--- src/rtl/cnt_seq_ctrl.sv ---
// cnt_seq_ctrl: sequencer that owns the count register.
// It runs the count under start/stop/pause control, with a programmable terminal
// value and a clock prescaler, in either one-shot or auto-reload mode.
// Optional feature macro: CNT_SEQ_IRQ_EN adds a sticky irq output with an irq_clr input.
// Without the macro the done pulse is the only completion indication.
module cnt_seq_ctrl #(
  parameter int CNT_W = 4,
  parameter int PRE_W = 8
) (
  input  logic             clk,
  input  logic             rstn,
  input  logic             start,
  input  logic             stop,
  input  logic             pause,
  input  logic [CNT_W-1:0] cfg_limit,
  input  logic [PRE_W-1:0] cfg_div,
  input  logic             cfg_reload,
`ifdef CNT_SEQ_IRQ_EN
  input  logic             irq_clr,
  output logic             irq,
`endif
  output logic [CNT_W-1:0] cnt,
  output logic             busy,
  output logic             done
);

  typedef enum logic [1:0] {
    ST_IDLE = 2'd0,
    ST_RUN  = 2'd1,
    ST_DONE = 2'd2
  } state_e;

  state_e             state_q, state_d;
  logic [CNT_W-1:0]   cnt_q, cnt_d;
  logic [PRE_W-1:0]   pre_q, pre_d;
  logic [CNT_W-1:0]   limit_q, limit_d;   // shadow of cfg_limit for the current run
  logic [PRE_W-1:0]   div_q, div_d;       // shadow of cfg_div for the current run
  logic               reload_q, reload_d; // shadow of cfg_reload for the current run
  logic               busy_q, busy_d;
  logic               done_q, done_d;
  logic [CNT_W-1:0]   cnt_inc_s;
  logic               pre_hit_s;

  assign cnt_inc_s = cnt_q + {{(CNT_W-1){1'b0}}, 1'b1};
  assign pre_hit_s = (pre_q == div_q);

  // Next-state logic for the sequencer: stop first, then start/pause/step.
  always_comb begin
    state_d  = state_q;
    cnt_d    = cnt_q;
    pre_d    = pre_q;
    limit_d  = limit_q;
    div_d    = div_q;
    reload_d = reload_q;
    busy_d   = busy_q;
    done_d   = 1'b0;
    case (state_q)
      ST_IDLE, ST_DONE: begin
        if (stop) begin
          // Stop also drops a same-cycle start.
          state_d = ST_IDLE;
          cnt_d   = {CNT_W{1'b0}};
          pre_d   = {PRE_W{1'b0}};
          busy_d  = 1'b0;
        end else if (start) begin
          limit_d  = cfg_limit;
          div_d    = cfg_div;
          reload_d = cfg_reload;
          cnt_d    = {CNT_W{1'b0}};
          pre_d    = {PRE_W{1'b0}};
          if (cfg_limit == {CNT_W{1'b0}}) begin
            // A zero limit is reached immediately: no run, just the done pulse.
            state_d = ST_DONE;
            done_d  = 1'b1;
            busy_d  = 1'b0;
          end else begin
            state_d = ST_RUN;
            busy_d  = 1'b1;
          end
        end else begin
          state_d = state_q;
        end
      end
      ST_RUN: begin
        if (stop) begin
          // Abort beats a pending step, pause and a same-cycle done.
          state_d = ST_IDLE;
          cnt_d   = {CNT_W{1'b0}};
          pre_d   = {PRE_W{1'b0}};
          busy_d  = 1'b0;
        end else if (pause) begin
          pre_d = pre_q;
          cnt_d = cnt_q;
        end else if (pre_hit_s) begin
          pre_d = {PRE_W{1'b0}};
          if (cnt_q == limit_q) begin
            // Only reachable in reload mode: restart the sequence from 0.
            cnt_d = {CNT_W{1'b0}};
          end else begin
            cnt_d = cnt_inc_s;
            if (cnt_inc_s == limit_q) begin
              done_d = 1'b1;
              if (!reload_q) begin
                state_d = ST_DONE;
                busy_d  = 1'b0;
              end else begin
                state_d = ST_RUN;
              end
            end else begin
              done_d = 1'b0;
            end
          end
        end else begin
          pre_d = pre_q + {{(PRE_W-1){1'b0}}, 1'b1};
        end
      end
      default: begin
        state_d = ST_IDLE;
        cnt_d   = {CNT_W{1'b0}};
        pre_d   = {PRE_W{1'b0}};
        busy_d  = 1'b0;
      end
    endcase
  end

  // Sequencer state, count, prescaler, shadow config and registered flags.
  always_ff @(posedge clk or negedge rstn) begin
    if (!rstn) begin
      state_q  <= ST_IDLE;
      cnt_q    <= {CNT_W{1'b0}};
      pre_q    <= {PRE_W{1'b0}};
      limit_q  <= {CNT_W{1'b0}};
      div_q    <= {PRE_W{1'b0}};
      reload_q <= 1'b0;
      busy_q   <= 1'b0;
      done_q   <= 1'b0;
    end else begin
      state_q  <= state_d;
      cnt_q    <= cnt_d;
      pre_q    <= pre_d;
      limit_q  <= limit_d;
      div_q    <= div_d;
      reload_q <= reload_d;
      busy_q   <= busy_d;
      done_q   <= done_d;
    end
  end

`ifdef CNT_SEQ_IRQ_EN
  logic irq_q;

  // Sticky completion flag; set from the visible done pulse so that a clear
  // arriving in the same cycle as done loses.
  always_ff @(posedge clk or negedge rstn) begin
    if (!rstn) begin
      irq_q <= 1'b0;
    end else if (done_q) begin
      irq_q <= 1'b1;
    end else if (irq_clr) begin
      irq_q <= 1'b0;
    end else begin
      irq_q <= irq_q;
    end
  end

  assign irq = irq_q;
`endif

  assign cnt  = cnt_q;
  assign busy = busy_q;
  assign done = done_q;

endmodule

--- config.mk ---
export PLATFORM = sky130hd
export DESIGN_NAME = cnt_seq_ctrl
export DESIGN_NICKNAME = d
export VERILOG_FILES = /design/src/rtl/cnt_seq_ctrl.sv
export SDC_FILE = /design/constraint.sdc
export NUM_CORES = 1
export LEC_CHECK = 0
export ABC_AREA = 1
export CAP_MARGIN = 5
export CORE_MARGIN = 4
export CORE_UTILIZATION = 48
export CTS_CLUSTER_SIZE = 24
export DETAILED_ROUTE_END_ITERATION = 7
export PLACE_DENSITY = 0.79
export RECOVER_POWER = 25
export SETUP_SLACK_MARGIN = 0.05
export SLEW_MARGIN = 15
export SYNTH_ARGS = -nofsm -noshare
export SYNTH_HDL_FRONTEND = slang
export SYNTH_SLANG_ARGS = --single-unit
export TNS_END_PERCENT = 10
--- constraint.sdc ---
create_clock -name clk -period 1.4 [get_ports clk]
set_input_delay 0.28 -clock clk [delete_from_list [all_inputs] [get_ports clk]]
set_output_delay 0.28 -clock clk [all_outputs]
set_load 0.005 [all_outputs]
======== After elaboration in Yosys (flattened, before gate mapping) ========
Index checks and enable logic that the tools add are counted.
word-level totals
  input port bits ......................... 18
  register bits ........................... 29
  output and inout port bits .............. 6
  logic and storage cells ................. 72
operators by class
  bitwise gates (word level) .............. 1
  reduce and logical (&&, ||, !) cells .... 8
  multiplexer cells ....................... 42
  eq/ne operators ......................... 11
  add/subtract/negate cells ............... 2
operator list
  cell                                            number
  two-way mux 8 bit                               5
  two-way mux 4 bit                               6
  two-way mux 2 bit                               9
  inequality test 3 bit (second input constant)   6
  two-way mux 1 bit                               17
  one-hot mux 8 bit (2 select lines)              1
  adder 8 x 1 -> 8 bit (second input constant)    1
  == test 4 bit                                   2
  == test 8 bit                                   1
  one-hot mux 4 bit (2 select lines)              1
  AND reduction 3 bit                             2
  AND reduction 6 bit                             1
  AND reduction 5 bit                             1
  adder 4 x 1 -> 4 bit (second input constant)    1
  zero test 4 bit                                 1
  one-hot mux 1 bit (2 select lines)              2
  one-hot mux 2 bit (2 select lines)              1
  == test 2 x 1 -> 1 bit (second input constant)  1
  == test 2 bit (second input constant)           1
  zero test 2 bit                                 1
  AND reduction 2 bit                             1
  OR reduction 2 bit                              1
  NOT 1 bit                                       1

======== Longest topological paths before layout ========
  word-level depth ........................ 8
  depth in mapped cells ................... 11
  gate-level depth less buffers ........... 11

======== Worst setup path after synthesis ========
Ideal clock, no wire load.
  path kind ............................... register -> register
  start ................................... register cnt_q[0], in the netlist cnt[0]
  end ..................................... register state_q[0]
  data required time ...................... 1.277 ns
  stages on the path, launching flop included .. 10
  path buffers ............................ 0
  arrival time ............................ 1.391 ns
  library setup time ...................... 0.123 ns
  period minus slack after synthesis ...... 1.514 ns
  path slack .............................. -0.114 ns
  cell sequence ........................... dfrtp_1 > ha_1 > xnor2_1 > nand2_1 > nor2_1 > nand2_1 > nand2_2 > nand2_1 > nor2_1 > nor2_1
between the ends
  longest elaborated chain between the ends .. 4
  elaborated cells on any way between the ends .. 6
  those cells by class .................... 1 x add/sub; 4 x eq/ne; 1 x reduce/logical
ends and longest elaborated chain
  what                               line  source
  start, declared                    34    logic [CNT_W-1:0] cnt_q, cnt_d;
  start signal, assigned             130   cnt_q <= {CNT_W{1'b0}};
  start signal, assigned             139   cnt_q <= cnt_d;
  adder 4 x 1 -> 4 bit               44    assign cnt_inc_s = cnt_q + {{(CNT_W-1){1'b0}}, 1'b1};
  == test 4 bit                      101   if (cnt_inc_s == limit_q) begin
  inequality test 3 bit (no line)    n/a
  AND reduction 5 bit (no line) (*)  n/a
  end signal, assigned               138   state_q <= state_d;
  end, declared                      33    state_e state_q, state_d;
Mark *: on every way between the ends. The rest lies on a longest branch, timed or not.
A chain may end at the register's enable or synchronous reset.

======== Worst setup path after layout ========
  start ................................... register cnt_q[1], in the netlist cnt[1]
  end ..................................... register state_q[0]
The elaborated chain is that of the path after synthesis.

==> results_dict.tcl <==
set metrics [dict create \
    synth.area.top_cells "sky130_fd_sc_hd__dfrtp_1 44%, sky130_fd_sc_hd__nand2_1 17%, sky130_fd_sc_hd__inv_1 5.2%, sky130_fd_sc_hd__xnor2_1 3.7%, sky130_fd_sc_hd__o21ai_0 3.6%" \
    clock_tree_from_tritoncts "built" \
    clk_transition_reported_paths_ns 0.09 \
    postSynthNetCount 236 \
    synthArstFlopShare_pct 100 \
    die_area_mm2 0.00447 \
    cp_data_required_time_ns 1.61 \
    worst_skew_pair.late_latency_ns 0.33 \
    grt_antenna_before_repair 0 \
    synth_top_area_share_pct 43.6 \
    crit_arrival_ns 1.77 \
    instances_no_fill 309 \
    post_synth_xor_area_fraction_pct 4.74 \
    hold-worst-slack_ns 0.489 \
    yosysWarnings 0 \
    synthesis.instances 216 \
    timing.hold.worst.class "input port to flip-flop" \
    clock-sinks 29 \
    power_density_mw_per_mm2 1630 \
    grt_pass1_vias 1461 \
    die-width_um 66.9 \
    finalClockSkew_ns 0.0111 \
    critical_path.max_fanout 4 \
    synthSimpleGateAreaFrac_pct 33.2 \
    setup.worst_path.class "flip-flop to flip-flop" \
    synthMuxAreaShare_pct 0 \
    synth_compound_gate_area_share_pct 9.85 \
    finalWeightedCongestion 0.886 \
    initial_core_utilization_pct 49.9 \
    cts.htree.levels 2 \
    cts.hold.buffers_added 0 \
    design.core.area_mm2 0.00334 \
    ant_nets 0 \
    worst-slew-pin-transition_ns 0.740 \
    floorplan.rows 21 \
    synth.most_common_cell "sky130_fd_sc_hd__nand2_1" \
    timing.fmax_mhz 643 \
    setup-violations-final 3 \
    final_min_period_over_clock_period_pct 111 \
    yosys.area_share.adder_pct 1.50 \
    yosys_most_used_dff "sky130_fd_sc_hd__dfrtp_1" \
    finalMaxSlewViolations 0 \
    cts.root.buffer_cell "sky130_fd_sc_hd__clkbuf_4" \
    synth.cells.most_frequent "76 x sky130_fd_sc_hd__nand2_1, 29 x sky130_fd_sc_hd__dfrtp_1, 23 x sky130_fd_sc_hd__inv_1, 16 x sky130_fd_sc_hd__nor2_1, 12 x sky130_fd_sc_hd__o21ai_0" \
    place_ws_ns -0.314 \
    fin_total_pwr_mw 3.56 \
    grt_first_pass_wirelength_um 6270 \
    mean_routed_wirelength_per_cell_um 12.0 \
    groute.usage.overall_pct 18.8 \
    cts_buffer_depth 2 \
    synth_edf_count 0 \
    slew_headroom_pct 50.7 \
    detailed_route_wire_length_um 3700 \
    drt_first_iter_violations 92 \
    hpwlAfterDp_um 2670 \
    grt_setup_unrepaired "yes" \
    remaining_drc_errors 0 \
    cell_accounting_for_the_most_synthesized_area "sky130_fd_sc_hd__dfrtp_1" \
    timing_hold_violations_final 0 \
    violations "setup timing" \
    vias_per_cell 4.93 \
    syn-mean-instance-area_um2 7.70 \
    finalWorstPathRequiredPeriod_ns 1.56 \
    io-pin-count 24 \
    worst_setup_start_kind "flip-flop" \
    finish.utilization_pct 65.3 \
    combinational_family_with_the_most_area_after_synthesis "simple AND/OR/NAND/NOR gates" \
    post_synth_instance_area_mm2 0.00166 \
    irDropWorstVdd_mv 0.743 \
    ys_seq_elements 29 \
    leakage_nw 1.04 \
    run_status "finished, violations left" \
    place.port_buffers 23 \
    end_kind "flip-flop" \
    yosys.cell_types.count 30 \
    antenna_cells_inserted 0 \
    cts_buffers 5 \
    dr_total_vias 1524 \
    layout_area_overhead_pct 31.0 \
    setup_ws_ns -0.155 \
    nets 283 \
    layout-drive-gt1-share_pct 22.8 \
    overflow 0 \
    synth_seq_area_share_pct 43.6 \
    grt_start_max_net_pins 30 \
    placed_cells_incl_taps 300 \
    drt_pre_antenna_iters 4 \
    max_cap_violations 0 \
    die_h_um 66.9 \
]
[final cells by class]
cell class	instances	area (µm²)
flip-flops and latches	29	729
repair buffers	42	367
well taps	46	57.6
clock buffers	7	55.1
multi-input cells	158	870
inverters	27	101
fillers	302	1160
[report_power, final]
group | leakage (nW) | switching [mW] | total [mW] | internal [mW]
Clock | 0.0314 | 0.282 | 0.518 | 0.237
Combinational | 0.637 | 0.956 | 1.72 | 0.766
Sequential | 0.374 | 0.208 | 1.32 | 1.11
[path summary, 6_finish.rpt]
| check | from | end | slack [ns] | cells after the start |
|---|---|---|---|---|
| max | cnt[1] | state_q[0] | -0.16 | 9 |
| min | cfg_div[6] | div_q[6] | 0.49 | 3 |
| max reg2reg | cnt[1] | state_q[0] | -0.16 | 9 |
| min reg2reg | busy | busy | 0.50 | 2 |
| max in group asynchronous | rstn | cnt[2] | 0.35 | 2 |
| min in group asynchronous | rstn | cnt[1] | 0.54 | 2 |
[per-stage QoR]
step                area [µm²]  TNS (ns)
finish                    2180    -0.366
global route              2180     -1.42
floorplan                 1680   -0.0693
global placement          2090     -5.10
detailed placement        2090     -5.86
CTS                       2180    -0.358
[critical path, cell delays in order (launching register included)]
cell	delay [ns]
sky130_fd_sc_hd__dfrtp_2	0.44
sky130_fd_sc_hd__ha_4	0.29
sky130_fd_sc_hd__xnor2_2	0.10
sky130_fd_sc_hd__nand2_1	0.08
sky130_fd_sc_hd__nor2_2	0.11
sky130_fd_sc_hd__nand2_1	0.08
sky130_fd_sc_hd__nand2_2	0.09
sky130_fd_sc_hd__nand2_1	0.08
sky130_fd_sc_hd__nor2_1	0.11
sky130_fd_sc_hd__nor2_1	0.06
[cell families (layout without fill, tap and decap cells)]
group,after synthesis,count (layout)
and+or+nand+nor,123,123
DFF,29,29
buffers and inverters,29,76
AOI/OAI and AO/OA,24,24
xor gates and xnor gates,9,9
adders and majority gates,2,2
[flip-flops by register name (all words and copies together), names as in the netlist]
register,cells
busy,1
reload_q,1
div_q,8
done,1
pre_q,8
limit_q,4
cnt,4
state_q,2
[what timing repair did]
item                                    CTS  global route
pin swaps                                 2             6
gates resized for setup                  18             6
gates cloned                              0             0
endpoints found under the setup margin   21            17
buffers inserted                          2             0
[routing by layer]
metal  GRT usage (%)  vias up  part of all wire [%]
met2            33.2       29                    50
met5               0        -                     0
met3            4.72       10                   3.8
met1            20.7      713                    43
met4            9.62        0                   2.6
li1                -      772                     -
[cells in the final DEF (no fill, tap or decap), types with 2 or more instances in the layout]
cell type,instances
sky130_fd_sc_hd__xnor2_2,2
sky130_fd_sc_hd__nor2_2,7
sky130_fd_sc_hd__nand2_2,4
sky130_fd_sc_hd__buf_4,15
sky130_fd_sc_hd__nand2_1,76
sky130_fd_sc_hd__a21oi_4,2
sky130_fd_sc_hd__xnor2_1,5
sky130_fd_sc_hd__o21ai_1,3
sky130_fd_sc_hd__dlygate4sd2_1,4
sky130_fd_sc_hd__nand3_1,10
sky130_fd_sc_hd__nand4_1,3
sky130_fd_sc_hd__clkdlybuf4s50_1,16
sky130_fd_sc_hd__xor2_1,2
sky130_fd_sc_hd__nor3_1,2
sky130_fd_sc_hd__buf_6,3
sky130_fd_sc_hd__inv_1,22
sky130_fd_sc_hd__dfrtp_2,3
sky130_fd_sc_hd__clkbuf_4,5
sky130_fd_sc_hd__inv_2,5
sky130_fd_sc_hd__clkbuf_2,2
sky130_fd_sc_hd__a21oi_1,3
sky130_fd_sc_hd__o21ai_0,12
sky130_fd_sc_hd__nor2_1,12
sky130_fd_sc_hd__nand2_4,2
sky130_fd_sc_hd__dfrtp_1,26
No activity file was read; power rests on OpenSTA's default activity.
